## src/rtl/systolic_feeder.sv

```systemverilog
// Skewing operand feeder for the systolic array edge: buffers a tile, then streams it diagonally.
// Optional macro SYSTOLIC_FEEDER_ZERO_GATE_EN zeroes each out_data lane while its valid is low.
module systolic_feeder #(
  parameter int unsigned DW    = 8,
  parameter int unsigned LANES = 4,
  parameter int unsigned K_MAX = 16,
  parameter int unsigned DEPTH = 16
) (
  input  logic                       clk,
  input  logic                       rst_n,
  input  logic                       in_valid,
  output logic                       in_ready,
  input  logic [LANES*DW-1:0]        in_data,
  input  logic [$clog2(K_MAX+1)-1:0] tile_len,
  output logic [LANES*DW-1:0]        out_data,
  output logic [LANES-1:0]           out_valid,
  output logic                       tile_done,
  output logic                       busy
);

  localparam int unsigned TLW = $clog2(K_MAX + 1);
  localparam int unsigned CW  = $clog2(DEPTH + 1);
  localparam int unsigned AW  = (DEPTH > 1) ? $clog2(DEPTH) : 1;

  localparam logic [1:0] StIdle   = 2'd0;
  localparam logic [1:0] StStream = 2'd1;
  localparam logic [1:0] StGap    = 2'd2;

  if (DEPTH < K_MAX) begin : g_depth_check
    $error("systolic_feeder: DEPTH must be >= K_MAX");
  end

  logic [LANES*DW-1:0] mem_q [DEPTH];
  logic [AW-1:0]       wr_ptr_q, rd_ptr_q;
  logic [CW-1:0]       count_q, count_d;
  logic [1:0]          state_q, state_d;
  logic [TLW-1:0]      beat_q, beat_d;
  logic [TLW-1:0]      k_eff;
  logic                push, pop, last_pop, start_ok;
  logic [LANES*DW-1:0] pop_data;
  logic [LANES-1:0]    done_q;
  logic [LANES-1:0]    lane_busy;

  function automatic logic [AW-1:0] ptr_inc(input logic [AW-1:0] p);
    return (p == AW'(DEPTH - 1)) ? '0 : p + AW'(1);
  endfunction

  // Ready depends only on the registered count, never on a same-cycle pop.
  assign in_ready = (count_q < CW'(DEPTH));
  assign push     = in_valid && in_ready;
  assign pop      = (state_q == StStream);
  assign last_pop = pop && (beat_q == '0);
  assign pop_data = mem_q[rd_ptr_q];

  assign k_eff    = ((tile_len == '0) || (tile_len > TLW'(K_MAX))) ? TLW'(K_MAX) : tile_len;
  assign start_ok = (count_q >= CW'(k_eff));

  always_ff @(posedge clk) begin
    if (push) mem_q[wr_ptr_q] <= in_data;
  end

  always_comb begin
    count_d = count_q;
    if (push && !pop) count_d = count_q + CW'(1);
    else if (!push && pop) count_d = count_q - CW'(1);
  end

  always_comb begin
    state_d = state_q;
    beat_d  = beat_q;
    case (state_q)
      StIdle: begin
        if (start_ok) begin
          state_d = StStream;
          beat_d  = k_eff - TLW'(1);
        end
      end
      StStream: begin
        if (beat_q == '0) state_d = StGap;
        else beat_d = beat_q - TLW'(1);
      end
      StGap: begin
        if (start_ok) begin
          state_d = StStream;
          beat_d  = k_eff - TLW'(1);
        end else begin
          state_d = StIdle;
        end
      end
      default: state_d = StIdle;
    endcase
  end

  always_ff @(posedge clk or negedge rst_n) begin
    if (!rst_n) begin
      wr_ptr_q <= '0;
      rd_ptr_q <= '0;
      count_q  <= '0;
      state_q  <= StIdle;
      beat_q   <= '0;
      done_q   <= '0;
    end else begin
      if (push) wr_ptr_q <= ptr_inc(wr_ptr_q);
      if (pop) rd_ptr_q <= ptr_inc(rd_ptr_q);
      count_q   <= count_d;
      state_q   <= state_d;
      beat_q    <= beat_d;
      // Final-pop marker travels alongside lane LANES-1.
      done_q[0] <= last_pop;
      for (int s = 1; s < int'(LANES); s++) done_q[s] <= done_q[s-1];
    end
  end

  assign tile_done = done_q[LANES-1];

  for (genvar i = 0; i < int'(LANES); i++) begin : g_lane
    logic [i:0]    v_q;
    logic [DW-1:0] d_q [i+1];

    // Data stages load only behind a valid beat so idle lanes keep their last value.
    always_ff @(posedge clk or negedge rst_n) begin
      if (!rst_n) begin
        v_q <= '0;
        for (int s = 0; s <= i; s++) d_q[s] <= '0;
      end else begin
        v_q[0] <= pop;
        if (pop) d_q[0] <= pop_data[i*DW +: DW];
        for (int s = 1; s <= i; s++) begin
          v_q[s] <= v_q[s-1];
          if (v_q[s-1]) d_q[s] <= d_q[s-1];
        end
      end
    end

    assign out_valid[i] = v_q[i];
    assign lane_busy[i] = |v_q;
`ifdef SYSTOLIC_FEEDER_ZERO_GATE_EN
    assign out_data[i*DW +: DW] = v_q[i] ? d_q[i] : '0;
`else
    assign out_data[i*DW +: DW] = d_q[i];
`endif
  end

  assign busy = (state_q != StIdle) || (|lane_busy);

endmodule

```

## config.mk

```make
export PLATFORM = sky130hd
export DESIGN_NAME = systolic_feeder
export DESIGN_NICKNAME = d
export VERILOG_FILES = /design/src/rtl/systolic_feeder.sv
export SDC_FILE = /design/constraint.sdc
export NUM_CORES = 1
export LEC_CHECK = 0
export BUFFER_PORTS_ARGS = -buffer_cell sky130_fd_sc_hd__buf_2
export CELL_PAD_IN_SITES_DETAIL_PLACEMENT = 1
export CELL_PAD_IN_SITES_GLOBAL_PLACEMENT = 2
export CORE_MARGIN = 5
export CORE_UTILIZATION = 40
export CTS_CLUSTER_SIZE = 25
export DETAILED_ROUTE_END_ITERATION = 10
export PLACE_DENSITY_LB_ADDON = 0.1
export SYNTH_ARGS = -nofsm -noshare
export SYNTH_HDL_FRONTEND = slang
export SYNTH_SLANG_ARGS = --single-unit
export TNS_END_PERCENT = 50
```

## constraint.sdc

```tcl
create_clock -name clk -period 3.2 [get_ports clk]
set_input_delay 0.48 -clock clk [delete_from_list [all_inputs] [get_ports clk]]
set_output_delay 0.48 -clock clk [all_outputs]
set_load 0.01 [all_outputs]
```

======== Word-level counts from Yosys, hierarchy flattened ========
Memory sizes are Yosys's and may differ from the RTL's. A register that Yosys moved wholly into a read port is not among the register bits.
Cells that the tools add are included.
operators by class
  reduce and logical (&&, ||, !) cells .... 19
  add/subtract/negate cells ............... 6
  magnitude comparators ................... 3
  equality and inequality tests ........... 8
  muxes and demuxes ....................... 14
operators by type and width
  cell                   number
  $mux W5                5
  $sub A5 B1 Y5 const B  3
  $logic_not A5 Y1       2
  $pmux W5 S2            1
  $reduce_or A10 Y1      1
  $add A4 B1 Y4 const B  2
  $eq A4 B4 Y1 const B   2
  $mux W4                2
  $pmux W2 S3            1
  $reduce_bool A2 Y1     3
  $add A5 B1 Y5 const B  1
  $ge A5 B5 Y1           1
  $gt A5 B5 Y1 const B   1
  $lt A5 B5 Y1 const B   1
  $logic_and A1 B1 Y1    4
  $mux W2                2
  $ne A2 B1 Y1 const B   2
  $ne A2 B2 Y1 const B   2
  $logic_not A1 Y1       3
  $mux W1                3
  $reduce_and A3 Y1      1
  $eq A2 B1 Y1 const B   1
  $eq A2 B2 Y1 const B   1
  $logic_not A2 Y1       1
  3 further kinds        4
word-level totals
  word-level logic and storage cells ...... 67
  flip-flop bits (word level) ............. 82
  memories ................................ 1
  input port bits ......................... 40
  RAM bits ................................ 512
memories
  name   words  width  rd ports  clocked after Yosys merged registers in  wr ports  RTL line  text
  mem_q  16     32     1         1                                        1         33        logic [LANES*DW-1:0] mem_q [DEPTH];

======== Logic depth before layout (Yosys ltp) ========
Gate-level depths: netlist of the first run.
  depth in word-level cells ............... 6
  gate-level depth with buffers ........... 12

======== Worst setup path before layout of the first run ========
OpenSTA, ideal clock, no wires.
  path kind ............................... input-to-reg
  from .................................... in tile_len[2]
  to ...................................... reg beat_q[3]
  path buffers ............................ 0
  data arrival time ....................... 2.286 ns
  stages on the path ...................... 10
  library setup time ...................... 0.126 ns
  path slack .............................. 0.788 ns
  path through ............................ nor2_1 > nand2_1 > ha_1 > nand2b_1 > ha_1 > a21oi_1 > o21ai_0 > a31oi_2 > a311oi_1 > a221o_1
between the ends
  longest elaborated chain between the ends .. 6
  elaborated cells on any way between the ends .. 10
  those cells by class .................... add/sub: 1; order compare: 2; eq/ne: 1; mux: 3; reduce/logical: 3
ends and longest elaborated chain
  what                                                     RTL line    text
  start, declared                                          14          input logic [$clog2(K_MAX+1)-1:0] tile_len,
  $gt A5 B5 Y1 / $logic_not A5 Y1 (equally long branches)  55          assign k_eff = ((tile_len == '0) || (tile_len > TLW'(K_MAX))) ? TLW'(K_MAX) : tile_len;
  $logic_or A1 B1 Y1                                       55
  $mux W5 (*)                                              55
  $sub A5 B1 Y5 / $ge A5 B5 Y1 (equally long branches)     75, 85, 56
  $mux W5 / $ne A2 B1 Y1 (equally long branches)           n/a
  $pmux W5 S2 / $reduce_and A3 Y1 (equally long branches)  n/a
  end signal, assigned                                     107         beat_q <= beat_d;
  end, declared                                            37          logic [TLW-1:0] beat_q, beat_d;
Mark *: on every way between the ends. The rest lies on a longest branch, timed or not. The select of a mux whose other input is x is not followed.
A chain may end at the register's enable or synchronous reset.

======== Worst setup path in the final report of the first run ========
  from .................................... reg count_q[4]
  to ...................................... reg count_q[4]
between the ends
  longest elaborated chain between the ends .. 5
  elaborated cells on any way between the ends .. 10
  those cells by class .................... add/sub: 2; order compare: 1; mux: 2; reduce/logical: 5
ends and longest elaborated chain
  what                          RTL line  text
  start, declared               35        logic [CW-1:0] count_q, count_d;
  start signal, assigned        105       count_q <= count_d;
  $lt A5 B5 Y1 (*)              49        assign in_ready = (count_q < CW'(DEPTH));
  $logic_and A1 B1 Y1 (*)       50        assign push = in_valid && in_ready;
  via push                      39        logic push, pop, last_pop, start_ok;
  $logic_not A1 Y1              65        else if (!push && pop) count_d = count_q - CW'(1);
  $logic_and A1 B1 Y1           65
  $reduce_bool A2 Y1 (no line)  n/a
Mark *: on every way through the listed nets, which the timed path passes. The rest lies on a longest branch. The select of a mux whose other input is x is not followed.

==> run metrics, run 1 <==
hold depth=1; row count=90; CP cell instances=inv_1, nand2_1, inv_2, ha_1, inv_1, fa_1, a21o_1, a21oi_1, xnor2_1, nor2_1, xnor2_1; Root Buffer=clkbuf_16; Synth Area in Compound Gates=~4.5%; diodes inserted=0; syn_area_per_cell=16.7 µm²; CP peak stage delay=0.42 ns; adder-cell share of the synthesized area=0.902%; Via Count=13050; Synthesized Nets=1523; Post-route DRC=0; clk_skew=0.0233 ns; Slew Limit Headroom=42.5%; Synth async-reset ratio=17.4%; Sw Pwr=approximately 8.3 mW; DP Wirelength=33.6 mm; RSZ-0062 raised after global routing=no; # setup viols final=0; antenna violations before repair=4; Hold Path Class=primary input to register; Congestion Overflow GR=0; Max-Cap Viols=0; io pins=79; Worst-path clk slew=roughly 0.060 ns; TritonRoute pass-1 iters=5; CP max-delay cell=fa_1; sequential area share after synthesis=between 70 and 80%; P&R area growth vs syn=14.5%; IO Port Bufs=78; clock share of power=roughly 29%; Reg2Reg Depth=11; Final Hold Vio Count=0; worst slew pin tran=roughly 0.86 ns; layout cell share with drive strength beyond 1=18.7%; number of global-route vias before repair=13914; largest net degree at the start of global routing=63; Power Internal=about 17 mW; post-route clock period utilization=73.3%; outcome=complete, no violations; Power per Cell Area=913 nW/µm²; Detail Route Antenna Nets=0; Leakage=10.1 nW; Simple-Gate Fraction of Synth Area=under 10%; WP buf/inv=3; Critical Path End Type=register; Clock Latency Late Sink=0.59 ns; Main synth FF type=edfxtp_1; min Tclk post-route=about 2.3 ns; setup TNS=0 ns; most frequent cells in the layout=512 x edfxtp_1, 258 x mux2i_1, 105 x dfrtp_1; routed vias/inst=5.45; Post-Syn Area=24400 µm²; most common cell after layout, fill and taps aside=edfxtp_1; largest family of logic cells by synthesized area=multiplexers; clock sinks=620; Seq cells post-synth=just over 600; first-pass GRT wire length=93.1 mm; Sw Share=32.7%; crit path kind=register to register; core area=60400 µm²; Initial DRC Count=about 700; die area=66100 µm²; Arr. time, crit path=around 2.8 ns; CTS H-Tree Depth=3; post-synthesis mux area share=12.8%; Netlist cell types=42; Logic pwr share=29.7%; CP required=3.66 ns; Reg power frac=41.5%; nets=1616; FMAX=426 MHz; GP Congestion=0.715; Die X-Extent=257 µm; CP delay by family, top=adder cells; CP Depth=11; post-synthesis xor/xnor area fraction=less than 1%; Max Root-Sink Buffers=3; crit path max fanout=8; initial core utilization=40.4%; Post-Synthesis Cells=1466; die height=257 µm; Post-synth EDFFs=roughly 500; gr usage total=18.7%; CTS buffer count=69; CTS tree=done; Pins Over Slew Limit=0; peak supply drop=approximately 0.00052 V; Total Wirelength=62.1 mm; startpoint types=register; number of synthesis warnings=0; WL per Instance=roughly 26 µm; worst hold slack=0.263 ns
-- power groups by stage --
stage / logic [mW] / registers (mW) / clock network [mW]
after floorplan: 5.45 / 10.4 / 0
after global placement: 7.61 / 10.7 / 0
after detailed placement: 7.69 / 10.8 / 0
after CTS: 7.71 / 10.6 / 7.56
after global routing: 8.25 / 10.7 / 7.92
final: 7.58 / 10.6 / 7.35
-- repair_timing --
action | CTS | global route
endpoints found under the hold margin | 54 | 0
gates resized for setup | 0 | 0
setup buffers | 0 | 0
hold buffers | 1 | 0
-- kinds of logic after synthesis --
| logic type | Yosys count |
|---|---|
| compound gates | 164 |
| xor+xnor | 10 |
| fa+ha+maj | 17 |
| buf+inv | 119 |
| flops | 620 |
| mux | 307 |
| simple gates | 229 |
-- synthesized netlist by cell type (19+ instances only) --
library cell / n / area [µm²]
nand2_1: 85 / 319
mux2_2: 49 / 552
dfrtp_1: 108 / 2700
clkbuf_1: 19 / 71.3
nand3_1: 67 / 335
a21oi_1: 41 / 205
buf_4: 46 / 345
edfxtp_1: 512 / 15400
mux2i_1: 258 / 2580
a22oi_1: 96 / 721
nand4_1: 34 / 213
buf_2: 33 / 165
-- area by class of cell --
cell class,instances,area [µm²]
well taps,782,978
clock inverters,27,129
flip-flops and latches,620,18100
fillers,5773,32400
clock buffers,97,1960
inverters,13,48.8
multi-input cells,727,5710
repair buffers,128,1040
-- per-stage QoR --
step	worst slack, ns	total power, mW	util, %	cells	cell area (µm²)
final	0.854	25.5	46.3	2394	28000
after global routing	0.629	26.9	46.3	2394	28000
after CTS	0.814	25.9	46.3	2394	28000
after detailed placement	0.316	18.5	42.8	2269	25800
after global placement	0.324	18.3	42.8	2269	25800
after floorplan	0.788	15.9	-	1466	24400
-- flip-flops by register name (all words and copies together) (netlist names) --
register    count
count_q         5
state_q         2
g_lane.d_q     56
beat_q          5
out_data       24
wr_ptr_q        4
mem_q         512
g_lane.v_q      4
rd_ptr_q        4
done_q          4
-- worst reg2reg max path: cells and delay by family, from the launching register on --
family	cells	cell delay [ns]
buffers and inverters	3	0.37
adder cells (fa/ha/maj)	2	0.63
AND/OR/NAND/NOR	2	0.22
flip-flops	1	0.38
XOR/XNOR	2	0.27
AO/OA/AOI/OAI	2	0.37
-- path summary, 6_finish.rpt --
kind                                end  startpoint  slack (ns)
min in group asynchronous  out_data[27]       rst_n        0.43
max in group asynchronous     beat_q[1]       rst_n        1.98
setup reg to reg             count_q[4]  count_q[4]        0.85
hold reg to reg               done_q[1]   done_q[0]        0.34
setup / recovery             count_q[4]  count_q[4]        0.85
hold / removal              mem_q[6][1]  in_data[1]        0.26
-- routing by layer --
metal  GRT usage [%]  vias to the layer above  part of all wire [%]
li1                -                     5835                     -
met1            26.7                     6904                    47
met2            30.7                      224                    48
met3            2.71                       85                   3.4
met4            4.47                        2                   1.8
met5               0                        -                 0.021
Power figures use the tool's default switching activity.
==> inputs of run 2 (changes only) <==
clock period = 2 ns   (was 3.2 ns; I/O delays follow)
==> run 2 against run 1 <==
Net effect:
- sequential power up 58%
- total power up 64%
- die area unchanged
- worst setup slack worse by 0.78 ns
- register-to-register slack worse by 0.78 ns
- sequential cell count unchanged
- clock power up 65%
- cell area up 3.2%
- final cell count up 2.0%
- first-iteration DRC count up 11%
- wire length down 0.62%
- critical path depth unchanged
==> run metrics, run 2 (synthesis gave the netlist of run 1 again) <==
Post-route DRC=0; number of global-route vias before repair=13998; Hold Path Class=primary input to register; layout cell share with drive strength beyond 1=between 20% and 30%; crit path kind=register to register; antenna violations before repair=0; die area=66100 µm²; Core Util, Final=47.8%; Total Wirelength=61.7 mm; Initial DRC Count=776; Clock Latency Late Sink=0.61 ns; gr usage total=18.6%; Max Root-Sink Buffers=3; Max-Cap Viols=0; die height=roughly 260 µm; routed vias/inst=5.40; crit path max fanout=4; Biggest register=mem_q; met2 Use GR=31.0%; peak supply drop=between 0.0007 and 0.0008 V; CTS buffer count=around 70; Pins Over Slew Limit=0; most common cell after layout, fill and taps aside=edfxtp_1; CP cell instances=inv_2, nand2_2, inv_2, ha_2, inv_2, fa_2, a21o_1, a21oi_2, xnor2_1, nor2_1, xnor2_1; row count=90; RSZ-0062 raised after global routing=yes; IO Port Bufs=between 70 and 80; CP required=2.48 ns; placed instance area=26700 µm²; Root Buffer=clkbuf_16; busiest layer in global routing=met2; io pins=slightly below 80; most frequent cells in the layout=512 x edfxtp_1, 258 x mux2i_1, 105 x dfrtp_1; Final Hold Vio Count=0; largest net degree at the start of global routing=39; Critical Path End Type=register; DP Wirelength=35.6 mm; clock sinks=620; CP peak stage delay=0.39 ns; Worst Setup SP=count_q[4]; # setup viols final=0; worst setup path end=count_q[4]; Die X-Extent=257 µm; Leakage=10.5 nW; Worst-path clk slew=0.06 ns; WL per Instance=25.2 µm; Finished Cell Area=28900 µm²; core area=60400 µm²; TritonRoute pass-1 iters=4; post-route clock period utilization=between 90% and 100%; most frequent CP cell=inv_2; Slew Limit Headroom=about 63%; FMAX=between 500 and 600 MHz; Arr. time, crit path=2.41 ns; outcome=complete, no violations; met3 GRT Util=3.00%; CTS H-Tree Depth=3; HP Start=in_data[31]; min Tclk post-route=1.93 ns; FILL cells=between 5000 and 6000; initial core utilization=40.4%; R2R Setup Slk=0.07 ns; worst slew pin tran=around 0.55 ns; Detail Route Antenna Nets=0; startpoint types=register; Power per Cell Area=roughly 1500 nW/µm²; clk_skew=between 0.02 and 0.025 ns; launch point of the worst reg-to-reg path=count_q[4]; GP Congestion=between 0.7 and 0.8; r2r endpoint=count_q[4]; worst hold slack=0.0594 ns; P&R area growth vs syn=18.2%; max reg flops=512; Reg2Reg Depth=11; CP max-delay cell=dfrtp_1; nets=1666; diodes inserted=0; Via Count=13187; Global Route met1 Usage=25.9%; first-pass GRT wire length=92.5 mm; CTS tree=done; Congestion Overflow GR=0
-- run 2: repair_timing --
| action | CTS | global route |
|---|---|---|
| hold buffers | 1 | 0 |
| resized for setup | 4 | 3 |
| buffers inserted | 0 | 0 |
| hold endpoints to repair | 90 | 0 |
| endpoints found under the setup margin | 15 | 129 |
-- run 2: stage by stage --
stage | setup WS, ns | setup TNS, ns | cells | power (mW)
global placement | -0.280 | -1.27 | 2319 | 30.1
detailed placement | -0.352 | -1.77 | 2319 | 30.3
finish | 0.0719 | 0 | 2443 | 41.9
floorplan | -0.130 | -19.27 | 1466 | 25.4
CTS | 0.0155 | 0 | 2443 | 42.6
global route | -0.0598 | -0.0598 | 2443 | 44.2
-- run 2: layer usage --
metal,up-vias,wire length (µm)
li1,5936,-
met1,6955,27900
met2,209,30500
met3,87,2000
met4,0,1250
met5,-,0
-- run 2: how the worst min path moves through the flow --
stage                     depth (start not counted)      endpoint  slack (ns)
after global placement                            1  out_data[28]        0.23
after floorplan                                   0     beat_q[0]       0.004
after detailed placement                          1  out_data[30]        0.24
after global routing                              1  mem_q[2][31]        0.04
after CTS                                         1  mem_q[7][31]        0.03
final                                             1  mem_q[7][31]        0.06
-- run 2: worst max-delay path, delay by kind of cell, from the launching register on --
| kind | cells | cell delay, ns |
|---|---|---|
| buffers and inverters | 3 | 0.19 |
| AOI/OAI and AO/OA | 2 | 0.33 |
| DFF | 1 | 0.39 |
| xor gates and xnor gates | 2 | 0.25 |
| and+or+nand+nor | 2 | 0.15 |
| adders and majority gates | 2 | 0.52 |
-- run 2: report_power, final --
group,total (mW),switching (mW),internal (mW)
logic,13.1,7.54,5.55
registers,16.7,0.914,15.8
clock network,12.1,5.00,7.11
total,41.9,13.5,28.5
-- run 2: final cells by class --
cell class                      instances  area, µm²  area share [%]
Multi-Input combinational cell        727       5780            20.0
Sequential cell                       620      18100            62.7
Clock inverter                         19        173           0.598
Inverter                               13       48.8           0.169
Tap cell                              782        978            3.39
Clock buffer                          104       1980            6.86
Timing Repair Buffer                  178       1810            6.28
